$ cat src/rtl/ddr_reader.sv
// ddr_reader: streams a channel-grouped tensor out of DDR as N_KERNEL-channel beats.
// Build option DDR_READER_LAST_EN adds a dout_last output that marks the final beat.
module ddr_reader #(
    parameter int N_KERNEL   = 4,
    parameter int B_PIXEL    = 16,
    parameter int DATA_WIDTH = 64,
    parameter int ADDR_WIDTH = 32,
    parameter int FIFO_DEPTH = 8
) (
    input  logic                  clk,
    input  logic                  rst,
    input  logic                  start,
    input  logic [ADDR_WIDTH-1:0] base_addr,
    input  logic [31:0]           shape,
    output logic                  busy,
    output logic                  done,
    output logic [ADDR_WIDTH-1:0] m_axis_tdata,
    output logic                  m_axis_tvalid,
    input  logic                  m_axis_tready,
    input  logic [DATA_WIDTH-1:0] s_axis_tdata,
    input  logic                  s_axis_tvalid,
    output logic                  s_axis_tready,
    output logic [DATA_WIDTH-1:0] dout_data,
    output logic                  dout_valid,
    input  logic                  dout_ready
`ifdef DDR_READER_LAST_EN
    ,
    output logic                  dout_last
`endif
);
    // Every stream uses valid/ready: a beat transfers on a rising edge where both are
    // high, and the source holds data and valid stable until that edge.
    localparam int PTR_W = (FIFO_DEPTH > 1) ? $clog2(FIFO_DEPTH) : 1;
    localparam int CNT_W = PTR_W + 1;
    localparam logic [CNT_W-1:0]      DEPTH_C   = CNT_W'(FIFO_DEPTH);
    localparam logic [CNT_W-1:0]      CNT_ONE   = 1;
    localparam logic [ADDR_WIDTH-1:0] PIX_BYTES = ADDR_WIDTH'(B_PIXEL / 8);
    localparam logic [ADDR_WIDTH-1:0] GRP_STEP  = ADDR_WIDTH'(N_KERNEL * (B_PIXEL / 8));

    typedef enum logic [1:0] {S_IDLE, S_RUN, S_DRAIN, S_DONE} state_t;

    state_t                r_state;
    logic [ADDR_WIDTH-1:0] r_base;
    logic [ADDR_WIDTH-1:0] r_stride;
    logic [ADDR_WIDTH-1:0] r_dc;
    logic [ADDR_WIDTH-1:0] r_addr;
    logic [19:0]           r_npix;
    logic [19:0]           r_pix;
    logic [11:0]           r_ngrp;
    logic [11:0]           r_grp;
    logic [31:0]           r_beats_left;
    logic [CNT_W-1:0]      r_outst;
    logic [CNT_W-1:0]      r_count;
    logic [PTR_W-1:0]      r_wr;
    logic [PTR_W-1:0]      r_rd;
    logic [DATA_WIDTH-1:0] r_mem [FIFO_DEPTH];

    logic [9:0]            w_w;
    logic [9:0]            w_h;
    logic [11:0]           w_c;
    logic [19:0]           w_npix;
    logic [11:0]           w_ngrp;
    logic [31:0]           w_total;
    logic [ADDR_WIDTH-1:0] w_stride;
    logic                  w_empty_shape;
    logic                  w_busy;
    logic                  w_credit;
    logic                  w_req_hs;
    logic                  w_s_hs;
    logic                  w_push;
    logic                  w_dvalid;
    logic                  w_pop;
    logic                  w_last_pix;
    logic                  w_last_grp;

    assign w_w           = shape[9:0];
    assign w_h           = shape[19:10];
    assign w_c           = shape[31:20];
    assign w_npix        = {10'd0, w_w} * {10'd0, w_h};
    assign w_ngrp        = w_c / 12'(N_KERNEL);
    assign w_total       = {12'd0, w_npix} * {20'd0, w_ngrp};
    assign w_stride      = ADDR_WIDTH'(w_c) * PIX_BYTES;
    assign w_empty_shape = (w_w == 10'd0) || (w_h == 10'd0) || (w_ngrp == 12'd0);

    // Requests in flight plus buffered beats never exceed the buffer, so every
    // returned beat has a slot even with s_axis_tready tied high.
    assign w_credit   = ({1'b0, r_outst} + {1'b0, r_count}) < {1'b0, DEPTH_C};
    assign w_busy     = (r_state != S_IDLE) && !rst;
    assign w_req_hs   = m_axis_tvalid && m_axis_tready;
    assign w_s_hs     = s_axis_tvalid && w_busy;
    assign w_push     = w_s_hs && (r_count != DEPTH_C);
    assign w_dvalid   = (r_count != '0) && !rst;
    assign w_pop      = w_dvalid && dout_ready;
    assign w_last_pix = (r_pix == r_npix - 20'd1);
    assign w_last_grp = (r_grp == r_ngrp - 12'd1);

    assign busy          = w_busy;
    assign done          = (r_state == S_DONE) && !rst;
    assign s_axis_tready = w_busy;
    assign m_axis_tvalid = (r_state == S_RUN) && w_credit && !rst;
    assign m_axis_tdata  = m_axis_tvalid ? r_addr : '0;
    assign dout_valid    = w_dvalid;
    assign dout_data     = w_dvalid ? r_mem[r_rd] : '0;
`ifdef DDR_READER_LAST_EN
    assign dout_last     = w_dvalid && (r_beats_left == 32'd1);
`endif

    always_ff @(posedge clk) begin
        if (rst) begin
            r_state      <= S_IDLE;
            r_base       <= '0;
            r_stride     <= '0;
            r_dc         <= '0;
            r_addr       <= '0;
            r_npix       <= '0;
            r_pix        <= '0;
            r_ngrp       <= '0;
            r_grp        <= '0;
            r_beats_left <= '0;
        end else begin
            case (r_state)
                S_IDLE: begin
                    if (start) begin
                        r_base       <= base_addr;
                        r_addr       <= base_addr;
                        r_dc         <= '0;
                        r_stride     <= w_stride;
                        r_npix       <= w_npix;
                        r_ngrp       <= w_ngrp;
                        r_pix        <= '0;
                        r_grp        <= '0;
                        r_beats_left <= w_total;
                        r_state      <= w_empty_shape ? S_DONE : S_RUN;
                    end
                end
                S_RUN: begin
                    // Pixels are the inner loop; a channel group restarts at base + dc.
                    if (w_req_hs) begin
                        if (w_last_pix) begin
                            r_pix  <= '0;
                            r_grp  <= r_grp + 12'd1;
                            r_dc   <= r_dc + GRP_STEP;
                            r_addr <= r_base + r_dc + GRP_STEP;
                            if (w_last_grp) begin
                                r_state <= S_DRAIN;
                            end
                        end else begin
                            r_pix  <= r_pix + 20'd1;
                            r_addr <= r_addr + r_stride;
                        end
                    end
                end
                S_DRAIN: begin
                    if (w_pop && (r_beats_left == 32'd1)) begin
                        r_state <= S_DONE;
                    end
                end
                S_DONE: begin
                    r_state <= S_IDLE;
                end
                default: begin
                    r_state <= S_IDLE;
                end
            endcase
            if (w_pop) begin
                r_beats_left <= r_beats_left - 32'd1;
            end
        end
    end

    always_ff @(posedge clk) begin
        if (rst) begin
            r_outst <= '0;
            r_count <= '0;
            r_wr    <= '0;
            r_rd    <= '0;
        end else begin
            if (w_req_hs && !w_s_hs) begin
                r_outst <= r_outst + CNT_ONE;
            end else if (!w_req_hs && w_s_hs && (r_outst != '0)) begin
                r_outst <= r_outst - CNT_ONE;
            end
            if (w_push) begin
                r_wr <= r_wr + 1'b1;
            end
            if (w_pop) begin
                r_rd <= r_rd + 1'b1;
            end
            if (w_push && !w_pop) begin
                r_count <= r_count + CNT_ONE;
            end else if (!w_push && w_pop) begin
                r_count <= r_count - CNT_ONE;
            end
        end
    end

    always_ff @(posedge clk) begin
        if (w_push) begin
            r_mem[r_wr] <= s_axis_tdata;
        end
    end

endmodule

$ cat config.mk
export PLATFORM = sky130hd
export DESIGN_NAME = ddr_reader
export DESIGN_NICKNAME = d
export VERILOG_FILES = /design/src/rtl/ddr_reader.sv
export SDC_FILE = /design/constraint.sdc
export NUM_CORES = 2
export LEC_CHECK = 0
export BUFFER_PORTS_ARGS = -buffer_cell sky130_fd_sc_hd__buf_2
export CAP_MARGIN = 25
export CELL_PAD_IN_SITES_DETAIL_PLACEMENT = 1
export CELL_PAD_IN_SITES_GLOBAL_PLACEMENT = 2
export CORE_ASPECT_RATIO = 0.9
export CORE_MARGIN = 3
export CORE_UTILIZATION = 42
export CTS_CLUSTER_DIAMETER = 150
export CTS_CLUSTER_SIZE = 30
export DETAILED_ROUTE_END_ITERATION = 10
export GPL_TIMING_DRIVEN = 0
export PLACE_DENSITY_LB_ADDON = 0.3
export SYNTH_ARGS = -nofsm -noshare
export SYNTH_HDL_FRONTEND = slang
export SYNTH_SLANG_ARGS = --single-unit
export TNS_END_PERCENT = 50
$ cat constraint.sdc
create_clock -name clk -period 14 [get_ports clk]
set_clock_uncertainty 0.05 [all_clocks]
set_input_delay 2.1 -clock clk [delete_from_list [all_inputs] [get_ports clk]]
set_output_delay 2.1 -clock clk [all_outputs]
set_load 0.02 [all_outputs]
==> run metrics <==
H-tree Lvls=1; Yosys Warn Count=0; period utilization=93.7%; CP peak stage delay=840 ps; DRT antenna net count=0; DP Wirelength=93900 um; row cnt=109; Die H=306 um; number of global-route vias before repair=30.8k; Port Buffers=233; Post-DP Area=45500 um2; # DRC=0; worst skew pair latency=650 ps; max-cap violations=0; Post CTS Setup Buffer Count=0; first-pass GRT wire length=192000 um; Synth area leader=edfxtp_1; Vias=29.2k; synth unique cells=82; finished layout cell area=46500 um2; Seq/Total Area, Yosys=46.4%; CP top delay family=adder cells; status=completed; Crit. End Element=flop; Cell Area, Synth=42100 um2; CTS tree=built; clk slew on worst S/H paths=130 ps; Synthesized Nets=4196; total routed wirelength=124000 um; Tot GR Track Use=23.8%; fmax=76.3 MHz; CTS root buf=clkbuf_16; Synth Instances=3646; Detailed Routing Iterations Pass 1=5; dominant cells by area after synthesis=edfxtp_1 (37%), dfxtp_1 (9.9%), fa_1 (9.8%); top cell type's share of synthesized area=36.5%; Area Overhead vs Synth=10.4%; initial antenna violation count=18; Final GP Congestion=0.874; Tightest Hold Check Type=flop to flop; maximum number of pins on one net before global-route repair=32; Finished Core Util=47.1%; crit path kind=primary input to flop; initial core utilization=42.6%; Layout Nets=4501; Final Non-Filler Cells=5313; Fillers=10.7k; synth cell count leaders=edfxtp_1 (512), nand2_1 (362), nor2_1 (265); #FFs+latches synth=720; die area=104000 um2; most common cell in the netlist=edfxtp_1; CP Max Fanout=10; Die Span X=340 um; CORE AREA=98700 um2; GRT overflow=0; crit path DAT=13610 ps; Most common cell on crit path=fa_1; Max-slew headroom=26.8%; hold_buf cts=0; Routed WL per cell=23.4 um; 1st-iter DRT viols=1820; top_reg_cell synth=edfxtp_1; Num CTS Buffers=28; mean post-synth cell area=11.5 um2; drt via density=5.50; number of synthesized flops with an enable pin=512; layout cells sized above 1=12.0%; Crit path buffers/inverters=12; Final setup viols=0; Max Slew Vio Count=0; I/O Pins=235; Async S/R FF share, synth=0%; final hold violation count=0; Critical Path RT=14500 ps; Clock Sinks=720; critical path launch point type=primary input; Worst path slowest cell=a221oi_1; unrepaired setup endpoints after global routing=no; Period minus WS final=13110 ps; Final TNS setup=0 ps; clock buffer depth=3; DP Cell Count=5246; Slew @ Worst Pin=1100 ps; # resized after CTS=0
-- sequential cells by signal (all words and copies together), names as in the netlist, 12 cells and up, named ones only --
name	cells
r_addr	32
r_base	32
r_beats_left	32
r_dc	29
r_grp	12
r_mem	512
r_npix	20
r_pix	20
-- per-stage QoR --
stage	hold WS (ps)	setup WS (ps)
3_3_place_gp	393	315
6_report	425	886
2_1_floorplan	386	2340
3_5_place_dp	400	282
4_1_cts	418	956
5_1_grt	448	148
-- logic make-up after synthesis --
| kind of cell | share of synthesized area [%] |
|---|---|
| flip-flops | 46.4 |
| buffers and inverters | 4.06 |
| AO/OA/AOI/OAI | 7.67 |
| other | 0.00891 |
| multiplexers | 9.02 |
| adder cells (fa/ha/maj) | 16.1 |
| AND/OR/NAND/NOR | 13.1 |
| XOR/XNOR | 3.62 |
-- final cells by class --
cell class	instances	area [um2]	share of cell area, %
Antenna cell	11	27.5	0.0592
Buffer	197	768	1.65
Clock buffer	46	778	1.67
Clock inverter	3	66.3	0.143
Inverter	251	942	2.03
Multi-Input combinational cell	2478	20900	45.0
Sequential cell	720	19500	42.0
Tap cell	1332	1670	3.59
Timing Repair Buffer	275	1800	3.87
-- final timing paths --
| path | from | endpoint | slack (ps) | depth (start not counted) |
|---|---|---|---|---|
| setup / recovery | shape[7] | r_beats_left[26] | 890 | 41 |
| hold reg to reg | r_base[0] | r_base[0] | 420 | 2 |
| hold / removal | r_base[0] | r_base[0] | 420 | 2 |
| setup reg to reg | r_state[1] | r_pix[19] | 9420 | 14 |
-- placed cells by master (no fill, tap or decap), types with 60 or more instances in the layout --
cell and n:
dfxtp_1 208, o21ai_0 96, clkbuf_1 178, ha_1 209, mux2i_1 89, a21oi_1 224
inv_1 251, nor2_1 259, edfxtp_1 512, nand3_1 63, mux4_2 128, fa_1 207
xnor2_1 117, and2_1 202, nand2_1 362, buf_2 241, nor3_1 60
-- worst reg2reg max path, cell delays in order, from the launching register on --
cell and delay [ps]:
dfxtp_1 370, inv_1 90, ha_1 280, or4b_1 480
a211oi_2 530, buf_4 320, a22o_1 170, and2_1 120
clkbuf_1 500, and3_1 290, nand4_1 290, or2_2 370
clkbuf_1 160, or3_1 370, a21oi_1 130
-- metal layers --
metal / track usage, % / up-vias / part of all wire [%]
li1: - / 13500 / -
met1: 33.0 / 15000 / 45
met2: 40.3 / 603 / 48
met3: 3.21 / 107 / 4.9
met4: 4.31 / 10 / 1.9
met5: 0 / - / 0.056
Power is left out: the tool's default activity adds up to more than one toggle a clock period on the data nets, which glitch-free logic cannot reach.
